[src/rtl/pwm_pkg.sv]
// Shared types and constants for the multi-channel PWM generator.
package pwm_pkg;
  localparam int CNT_W_DEFAULT = 12;
  localparam int MIN_PERIOD    = 2;

  typedef enum logic {
    MODE_EDGE   = 1'b0,
    MODE_CENTER = 1'b1
  } pwm_mode_e;

  typedef enum logic {
    DIR_UP   = 1'b0,
    DIR_DOWN = 1'b1
  } cnt_dir_e;
endpackage

[src/rtl/pwm_channel.sv]
// One PWM channel: shadow/active duty pair and the registered compare output.
module pwm_channel
  import pwm_pkg::*;
#(
  parameter int CNT_W = CNT_W_DEFAULT
) (
  input  logic             clk_1MHz,
  input  logic             rst,
  input  logic             enable,
  input  logic             load,
  input  logic             apply,
  input  logic [CNT_W-1:0] duty_in,
  input  logic [CNT_W-1:0] cnt,
  output logic             pwm_out
);

  logic [CNT_W-1:0] da_r;
  logic [CNT_W-1:0] ds_r;
  logic [CNT_W-1:0] da_eff_s;
  logic             pwm_r;

  // Compare against the duty that governs this cycle, including one being applied now.
  always_comb begin
    da_eff_s = da_r;
    if (apply) begin
      da_eff_s = ds_r;
    end else begin
      da_eff_s = da_r;
    end
  end

  // Duty shadow/active registers and output flop.
  always_ff @(posedge clk_1MHz) begin
    if (rst) begin
      da_r  <= {CNT_W{1'b0}};
      ds_r  <= {CNT_W{1'b0}};
      pwm_r <= 1'b0;
    end else begin
      if (apply) begin
        da_r <= ds_r;
      end
      if (load) begin
        ds_r <= duty_in;
      end
      pwm_r <= enable && (cnt < da_eff_s);
    end
  end

  assign pwm_out = pwm_r;

endmodule

[src/rtl/pwm_multichannel.sv]
// Multi-channel PWM: shared edge/center-aligned period counter, shadowed
// period/mode/duty applied at period boundaries, and a per-period tick.
module pwm_multichannel
  import pwm_pkg::*;
#(
  parameter int NUM_CH     = 4,
  parameter int CNT_W      = CNT_W_DEFAULT,
  parameter int RST_PERIOD = 2000
) (
  input  logic                    clk_1MHz,
  input  logic                    rst,
  input  logic                    enable,
  input  logic                    load,
  input  logic [CNT_W-1:0]        period_in,
  input  logic [NUM_CH*CNT_W-1:0] duty_in,
  input  logic                    center_mode,
  output logic [NUM_CH-1:0]       pwm_out,
  output logic                    period_tick,
  output logic                    update_pending
);

  localparam logic [CNT_W-1:0] ZERO_C       = {CNT_W{1'b0}};
  localparam logic [CNT_W-1:0] ONE_C        = CNT_W'(1);
  localparam logic [CNT_W-1:0] MIN_PERIOD_C = CNT_W'(MIN_PERIOD);
  localparam logic [CNT_W-1:0] RST_PERIOD_C = CNT_W'(RST_PERIOD);

  logic [CNT_W-1:0] cnt_r, cnt_nxt_s;
  cnt_dir_e         dir_r, dir_nxt_s;
  logic [CNT_W-1:0] pa_r, ps_r;
  pwm_mode_e        ma_r, ms_r;
  logic             pending_r;
  logic             tick_r;
  logic [CNT_W-1:0] pe_s, pe_m1_s;
  logic             boundary_s;
  logic             apply_s;

  // Effective period and the boundary/apply strobes.
  always_comb begin
    pe_s       = (pa_r < MIN_PERIOD_C) ? MIN_PERIOD_C : pa_r;
    pe_m1_s    = pe_s - ONE_C;
    boundary_s = enable && (cnt_r == ZERO_C);
    // While disabled a pending update is applied every cycle.
    apply_s    = pending_r && (boundary_s || !enable);
  end

  // Counter next-state for both alignment modes.
  always_comb begin
    cnt_nxt_s = cnt_r;
    dir_nxt_s = dir_r;
    if (!enable) begin
      cnt_nxt_s = ZERO_C;
      dir_nxt_s = DIR_UP;
    end else begin
      case (ma_r)
        MODE_EDGE: begin
          dir_nxt_s = DIR_UP;
          if (cnt_r >= pe_m1_s) begin
            cnt_nxt_s = ZERO_C;
          end else begin
            cnt_nxt_s = cnt_r + ONE_C;
          end
        end
        MODE_CENTER: begin
          if (dir_r == DIR_UP) begin
            if (cnt_r >= pe_m1_s) begin
              // Minimum period has no down leg: fall straight back to 0.
              cnt_nxt_s = pe_m1_s - ONE_C;
              dir_nxt_s = (pe_m1_s == ONE_C) ? DIR_UP : DIR_DOWN;
            end else begin
              cnt_nxt_s = cnt_r + ONE_C;
              dir_nxt_s = DIR_UP;
            end
          end else begin
            if (cnt_r <= ONE_C) begin
              cnt_nxt_s = ZERO_C;
              dir_nxt_s = DIR_UP;
            end else begin
              cnt_nxt_s = cnt_r - ONE_C;
              dir_nxt_s = DIR_DOWN;
            end
          end
        end
        default: begin
          cnt_nxt_s = ZERO_C;
          dir_nxt_s = DIR_UP;
        end
      endcase
    end
  end

  // Counter, shadow/active period and mode, pending flag and tick.
  always_ff @(posedge clk_1MHz) begin
    if (rst) begin
      cnt_r     <= ZERO_C;
      dir_r     <= DIR_UP;
      pa_r      <= RST_PERIOD_C;
      ps_r      <= RST_PERIOD_C;
      ma_r      <= MODE_EDGE;
      ms_r      <= MODE_EDGE;
      pending_r <= 1'b0;
      tick_r    <= 1'b0;
    end else begin
      cnt_r  <= cnt_nxt_s;
      dir_r  <= dir_nxt_s;
      tick_r <= boundary_s;
      if (apply_s) begin
        pa_r <= ps_r;
        ma_r <= ms_r;
      end
      // A load coinciding with apply lands in the shadow and stays pending.
      if (load) begin
        ps_r      <= period_in;
        ms_r      <= pwm_mode_e'(center_mode);
        pending_r <= 1'b1;
      end else if (apply_s) begin
        pending_r <= 1'b0;
      end
    end
  end

  for (genvar i = 0; i < NUM_CH; i++) begin : g_ch
    pwm_channel #(.CNT_W(CNT_W)) u_ch (
      .clk_1MHz (clk_1MHz),
      .rst      (rst),
      .enable   (enable),
      .load     (load),
      .apply    (apply_s),
      .duty_in  (duty_in[i*CNT_W +: CNT_W]),
      .cnt      (cnt_r),
      .pwm_out  (pwm_out[i])
    );
  end

  assign period_tick    = tick_r;
  assign update_pending = pending_r;

endmodule

[config.mk]
export PLATFORM = sky130hd
export DESIGN_NAME = pwm_multichannel
export DESIGN_NICKNAME = d
export VERILOG_FILES = /design/src/rtl/pwm_pkg.sv /design/src/rtl/pwm_channel.sv /design/src/rtl/pwm_multichannel.sv
export SDC_FILE = /design/constraint.sdc
export NUM_CORES = 1
export LEC_CHECK = 0
export ABC_AREA = 0
export ABC_CLOCK_PERIOD_IN_PS = 5300
export CAP_MARGIN = 20
export CORE_UTILIZATION = 56
export CTS_BUF_LIST = sky130_fd_sc_hd__clkbuf_2
export DETAILED_ROUTE_END_ITERATION = 8
export MAX_ROUTING_LAYER = met4
export PLACE_DENSITY = 0.82
export SLEW_MARGIN = 10
export SYNTH_ARGS = -nofsm -noshare
export SYNTH_HDL_FRONTEND = slang
export SYNTH_SLANG_ARGS = --single-unit
[constraint.sdc]
create_clock -name clk_1MHz -period 5.3 [get_ports clk_1MHz]
set_clock_uncertainty 0.1 [all_clocks]
set_input_delay 0.53 -clock clk_1MHz [delete_from_list [all_inputs] [get_ports clk_1MHz]]
set_output_delay 0.53 -clock clk_1MHz [all_outputs]
set_load 0.02 [all_outputs]
==> flow_summary.yaml, run 1 <==
sta:
  setup_ws_ns: 0.807
  setup_violations: 0
  final_hold_viol_count: 0
  period_minus_slack_ns: 4.49
  slew_headroom_pct: 40.2
  period_share_pct: 84.8
  rsz0062_at_grt: "false"
  fmax_ghz: 0.223
  slew_viol_final: 0
  tightest_slew_ns: 0.888
  setup_tns_ns: 0
grt:
  antenna_found_initial: 0
  first_global_vias: 5596
  met1_usage_pct: 33.0
  use_met3_pct: 6.02
  top_usage_layer: "met2"
  grt.overflow.total: 0
  grt_pass1_wl_mm: 26.7
  grt_use_met2_pct: 41.9
  grt_use_total_pct: 26.5
  grt_max_degree: 80
power:
  total_power_mw: 2.04
  switching_power_mw: 0.571
  clockPowerShare_pct: 29.7
  p_comb_share_pct: 14.3
  ir_worst_vdd_mv: 0.189
  p_sw_share_pct: 28.0
  power.density_nw_per_um2: 246
  power.internal_mw: 1.47
  sequentialPowerShare_pct: 55.9
  p_leak_nw: 3.75
synthesis:
  ys_warn_count: 0
  synth_seq_cells: 141
  syn_area_um2: 7310
  ys_seq_area_share_pct: 38.6
  synth_cell_type_count: 57
  yosysTopAreaCell: "dfxtp_1"
  synthArstFlopShare_pct: 0
  synth_most_common_cell: "dfxtp_1"
  synth_edf_count: 0
  synthFlopType: "dfxtp_1"
  synthCells: 806
  synth_commonest_cells: "dfxtp_1 (141), nor2_1 (135), mux2i_1 (108)"
  ys_top_cells_by_area: "dfxtp_1 (39%), mux2i_1 (15%), ha_1 (11%)"
  syn_area_per_cell_um2: 9.07
  syn_nets: 933
  synth_top_area_share_pct: 38.6
clock_tree:
  cts_num_sinks: 141
  root_buffer: "clkbuf_2"
  holdBufCountCts: 0
  cts-resized-gates: 0
  post_cts_buffers: 0
  cts_buffer_depth: 2
  cts_tree: "built"
  path_clk_slew_ns: 0.22
  cts_buffers: 17
  worstSkewPairLatency_ns: 0.74
  h-tree-depth: 4
worst_setup_path:
  cp_cell_sequence: "nor4_1 > and3_1 > nor2_1 > ha_1 > and2_1 > or3_1 > o211ai_2 > inv_1 > ha_1 > and3_1 > o2111ai_1 > o21ai_0 > a31oi_1 > nand4_1 > o21ai_1 > buf_4 > or4b_1 > a31oi_1"
  cp_slowest_cell: "nor4_1"
  r2r_start: "pa_r[11]$_SDFFE_PP0P_"
  crit_arrival_ns: 5.08
  cp-end-kind: "register"
  critPathMaxFanout: 20
  reg2reg_depth: 18
  r2r_slack_ns: 0.81
  crit_required_ns: 5.89
  cpPeakStageDelay_ns: 0.78
  startpoint_type: "register"
  crit_type: "register to register"
  reg2reg_to: "cnt_r[11]$_SDFF_PP0_"
layout:
  fin_area_um2: 8280
  fill_cells: 1049
  antennaDiodeCount: 0
  layout.nets: 981
  multi_input_area_um2: 4220
  syn_to_final_growth_pct: 13.3
  final-seq-area_um2: 2820
  drive_gt1_share_pct: 5.19
floorplan:
  io_pins: 71
  core_um2: 12700
  die-area_um2: 13500
  std_cell_rows: 41
  start_util_pct: 57.7
  die_width_um: 116
  dieHeight_um: 116
place:
  pre_cts_ws_ns: 0.944
  gp_congestion: 0.978
  dpl.hpwl_mm: 11.4
  placed_area_um2: 8060
  port_buffers: 70
routing:
  vias_per_cell: 5.63
  dr.pass1.iters: 6
  vias: 5852
  drt-initial-drc-count: 458
  ant_nets: 0
  route.final.wire_length_mm: 16.2
  drc: 0
  wl_per_cell_um: 15.6
min_path:
  hold-path-cell-count: 3
  holdPathEnd: "update_pending$_SDFFE_PP0P_"
  hold_start: "load"
  min_path_type: "primary input to register"
status:
  status: "completed"
job:
  maxCapViolations: 0
==> flip-flops by register name, summed over array words and instances, names as in the netlist <==
name and cells:
cnt_r 12, dir_r 1, g_ch.u_ch.da_r 48, g_ch.u_ch.ds_r 48, g_ch.u_ch.pwm_out 4, ma_r 1
ms_r 1, pa_r 12, period_tick 1, ps_r 12, update_pending 1
==> worst max path at each step <==
stage,startpoint,to,slack (ns)
floorplan,cnt_r[0]$_SDFF_PP0_,g_ch[2].u_ch.pwm_out$_SDFF_PP0_,1.39
global placement,pa_r[3]$_SDFFE_PP0P_,cnt_r[11]$_SDFF_PP0_,1.08
detailed placement,pa_r[2]$_SDFFE_PP0P_,cnt_r[11]$_SDFF_PP0_,0.94
CTS,pa_r[11]$_SDFFE_PP0P_,cnt_r[11]$_SDFF_PP0_,0.90
global route,pa_r[2]$_SDFFE_PP0P_,cnt_r[11]$_SDFF_PP0_,0.51
finish,pa_r[11]$_SDFFE_PP0P_,cnt_r[11]$_SDFF_PP0_,0.81
==> metrics by stage <==
step           utilization (%)  hold WS (ns)  std cells
3_5_place_dp              63.6         0.345       1007
3_3_place_gp              63.6         0.339       1007
6_report                  65.3        0.0774       1039
4_1_cts                   65.3        0.0523       1039
2_1_floorplan                -         0.330        806
5_1_grt                   65.3        0.0564       1039
==> cell usage in the layout, fill, tap and decap left out, types with 4 or more instances in the layout <==
master / instances
nand4_1: 13
nor3_1: 11
xnor2_1: 26
o21a_1: 6
nand3b_1: 7
dfxtp_1: 141
a211o_1: 7
nand4b_1: 4
xor2_1: 8
clkinv_1: 4
inv_1: 15
mux2i_1: 108
clkdlybuf4s50_1: 68
nor4_1: 12
a21o_1: 9
buf_4: 9
nand2_1: 56
nor2_1: 135
o21ai_0: 17
or3_1: 6
ha_1: 62
clkbuf_2: 19
nor2b_1: 13
a21oi_1: 32
nand3_1: 14
a31oi_1: 6
==> area by class of cell <==
class,count,share of cell area (%)
Clock buffer,19,1.15
Inverter,15,0.680
Tap cell,172,2.60
Multi-Input combinational cell,602,50.9
Clock inverter,13,1.51
Timing Repair Buffer,77,9.04
Sequential cell,141,34.1
==> power groups by stage <==
stage	Combinational [mW]	Sequential [mW]	Clock, mW
6_report	0.292	1.14	0.605
5_1_grt	0.323	1.15	0.664
4_1_cts	0.291	1.14	0.615
3_5_place_dp	0.290	1.16	0
3_3_place_gp	0.285	1.16	0
2_1_floorplan	0.201	1.15	0
==> cell families (layout without fill, tap and decap cells) <==
family                   count (synthesis)  in the layout  synth area share (%)
multiplexers                           108            108                  14.8
AO/OA/AOI/OAI                          106            106                  9.50
adder cells (fa/ha/maj)                 62             62                  10.6
AND/OR/NAND/NOR                        292            292                  18.7
flip-flops                             141            141                  38.6
XOR/XNOR                                34             34                  4.07
buffers and inverters                   63            124                  3.72
==> routing by layer <==
layer  part of all wire (%)  vias to the layer above
li1                       -                     2924
met1                     46                     2691
met2                     46                      202
met3                    5.8                       35
met4                    2.5                        0
met5                      0                        -
==> worst max-delay path: cells and delay by family (launching register included) <==
family / cells / cell delay [ns]
and+or+nand+nor: 8 / 2.44
AOI/OAI and AO/OA: 6 / 0.70
adders and majority gates: 2 / 0.51
DFF: 1 / 0.38
buffers and inverters: 2 / 0.31
Note: power is estimated with default switching activity, not from simulation.
==> inputs of run 2 (changes only) <==
ABC_CLOCK_PERIOD_IN_PS = 3600   (was 5300)
CORE_UTILIZATION = 54   (was 56)
PLACE_DENSITY = 0.83   (was 0.82)
clock period = 3.6 ns   (was 5.3 ns; I/O delays follow)
==> run 2 against run 1 <==
  * Final cell count up 6.7%
  * Combinational power up 75%
  * Cell area up 9.6%
  * Die area up 3.6%
  * Core utilization up 3.2 points
  * Total power up 66%
  * Critical path depth up 2
==> flow_summary.yaml, run 2 (same netlist as run 1, synthesis figures left out) <==
power:
  ir_worst_vdd_mv: 0.268
  clockPowerShare_pct: 35.7
  p_leak_nw: 4.17
  power.internal_mw: 2.55
  p_comb_share_pct: 15.1
  p_sw_share_pct: 24.8
  sequentialPowerShare_pct: 49.3
  total_power_mw: 3.39
  power.density_nw_per_um2: 374
  switching_power_mw: 0.841
place:
  gp_congestion: 0.934
  port_buffers: 70
  dpl.hpwl_mm: 12.6
  placed_area_um2: 8590
worst_setup_path:
  critPathLaunch: "pa_r[11]$_SDFFE_PP0P_"
  cpPeakStageDelay_ns: 0.38
  r2r_start: "pa_r[11]$_SDFFE_PP0P_"
  crit_arrival_ns: 4.04
  crit_family: "simple AND/OR/NAND/NOR gates"
  path_buf_inv: 4
  reg2reg_to: "cnt_r[3]$_SDFF_PP0_"
  startpoint_type: "register"
  crit_required_ns: 4.09
  crit_type: "register to register"
  cp_slowest_cell: "dfxtp_2"
  cp-end-kind: "register"
  reg2reg_depth: 20
  r2r_slack_ns: 0.05
  critPathMaxFanout: 5
  cpMostUsedCell: "buf_4"
  cp_cell_sequence: "nor4_4 > and3_4 > nor2_4 > ha_2 > and2_4 > or3_4 > o211ai_2 > inv_2 > ha_4 > and3_1 > o2111ai_1 > o21ai_1 > a31oi_1 > nand4_1 > o21ai_2 > buf_6 > buf_4 > buf_4 > nand3_1 > o221ai_1"
  worst-path-stages: 20
layout:
  utilization_pct: 68.5
  drive_gt1_share_pct: 15.0
  antennaDiodeCount: 0
  fill_cells: 1045
  multi_input_area_um2: 4360
  reg_top3: "g_ch.u_ch.da_r (48), g_ch.u_ch.ds_r (48)"
  syn_to_final_growth_pct: 24.2
  mostFrequentLayoutCell: "nor2_1"
  layout.nets: 1049
  fin_area_um2: 9070
  final-seq-area_um2: 2840
  final_cell_mix: "nor2_1 (134), dfxtp_1 (131), mux2i_1 (108)"
clock_tree:
  path_clk_slew_ns: 0.21
  cts_buffers: 17
  root_buffer: "clkbuf_2"
  h-tree-depth: 4
  cts_buffer_depth: 2
  cts_tree: "built"
  cts_num_sinks: 141
  worstSkewPairLatency_ns: 0.73
grt:
  grt.overflow.total: 0
  grt_use_total_pct: 27.1
  first_global_vias: 6111
  grt_max_degree: 66
  antenna_found_initial: 0
  grt_pass1_wl_mm: 29.2
sta:
  slew_viol_final: 0
  tightest_slew_ns: 0.947
  rsz0062_at_grt: "true"
  setup_violations: 0
  period_share_pct: 98.6
  final_hold_viol_count: 0
  hold_ws_ns: 0.0941
  fmax_ghz: 0.282
  slew_headroom_pct: 36.8
  period_minus_slack_ns: 3.55
floorplan:
  std_cell_rows: 42
  start_util_pct: 55.2
  io_pins: 71
  core_um2: 13200
  die-area_um2: 14000
  die_width_um: 118
  dieHeight_um: 118
routing:
  vias_per_cell: 5.54
  wl_per_cell_um: 15.7
  vias: 6149
  route.final.wire_length_mm: 17.5
  drc: 0
  drt-initial-drc-count: 400
  ant_nets: 0
  dr.pass1.iters: 5
min_path:
  holdPathEnd: "ps_r[8]$_SDFFE_PP1P_"
  hold_start: "period_in[8]"
  hold-path-cell-count: 2
  min_path_type: "primary input to register"
status:
  status: "completed"
job:
  maxCapViolations: 0
-- run 2: cell count changes in the layout (fill, tap and decap cells not counted), moves of 3 or more --
cell       previous run  this run
ha_1                 62        57
bufinv_16             2         7
nor4_4                0         3
dfxtp_2               0        10
ha_4                  0         3
buf_4                 9        74
dfxtp_1             141       131
-- run 2: how the worst max path moves through the flow --
| stage | endpoint | slack [ns] |
|---|---|---|
| floorplan | g_ch[2].u_ch.pwm_out$_SDFF_PP0_ | -0.07 |
| global placement | cnt_r[2]$_SDFF_PP0_ | -0.05 |
| detailed placement | cnt_r[2]$_SDFF_PP0_ | -0.09 |
| CTS | cnt_r[11]$_SDFF_PP0_ | 0.0002 |
| global route | cnt_r[4]$_SDFF_PP0_ | -0.17 |
| finish | cnt_r[3]$_SDFF_PP0_ | 0.05 |
-- run 2: timing repair --
| action | 4_1_cts | 5_1_grt |
|---|---|---|
| resized for setup | 12 | 11 |
| hold buffers | 0 | 0 |
| buffers inserted | 2 | 5 |
| gates cloned | 0 | 1 |
| endpoints found under the hold margin | 0 | 0 |
| pin swaps | 5 | 12 |
| setup endpoints to repair | 9 | 16 |
-- run 2: cell type report --
type | count | share of cell area, %
Timing Repair Buffer | 145 | 14.0
Clock buffer | 17 | 0.938
Inverter | 15 | 0.621
Clock inverter | 13 | 2.72
Multi-Input combinational cell | 602 | 48.0
Tap cell | 176 | 2.43
Sequential cell | 141 | 31.2
-- run 2: routing by layer --
| metal | vias to the layer above | global-route usage [%] | wire length [um] |
|---|---|---|---|
| met4 | 0 | 10.3 | 403 |
| met2 | 175 | 46.0 | 8480 |
| li1 | 3051 | - | - |
| met5 | - | - | 0 |
| met3 | 37 | 4.54 | 864 |
| met1 | 2886 | 32.2 | 7710 |
-- run 2: through the flow --
stage | setup TNS (ns) | std cells | setup WS [ns]
floorplan | -0.135 | 806 | -0.0693
global placement | -0.179 | 1071 | -0.0542
detailed placement | -0.212 | 1071 | -0.0873
CTS | 0 | 1103 | 0.000185
global route | -1.26 | 1109 | -0.165
finish | 0 | 1109 | 0.0510
-- run 2: worst register-to-register path, delay by kind of cell (launching register included) --
| kind | cells | cell delay (ns) |
|---|---|---|
| AO/OA/AOI/OAI | 6 | 0.60 |
| adder cells (fa/ha/maj) | 2 | 0.44 |
| flip-flops | 1 | 0.38 |
| AND/OR/NAND/NOR | 8 | 1.41 |
| buffers and inverters | 4 | 0.46 |
-- run 2: power groups by stage --
| stage | sequential [mW] | clock [mW] | combinational (mW) |
|---|---|---|---|
| 2_1_floorplan | 1.69 | 0 | 0.300 |
| 3_3_place_gp | 1.70 | 0 | 0.482 |
| 3_5_place_dp | 1.70 | 0 | 0.488 |
| 4_1_cts | 1.67 | 1.22 | 0.501 |
| 5_1_grt | 1.68 | 1.28 | 0.560 |
| 6_report | 1.67 | 1.21 | 0.511 |
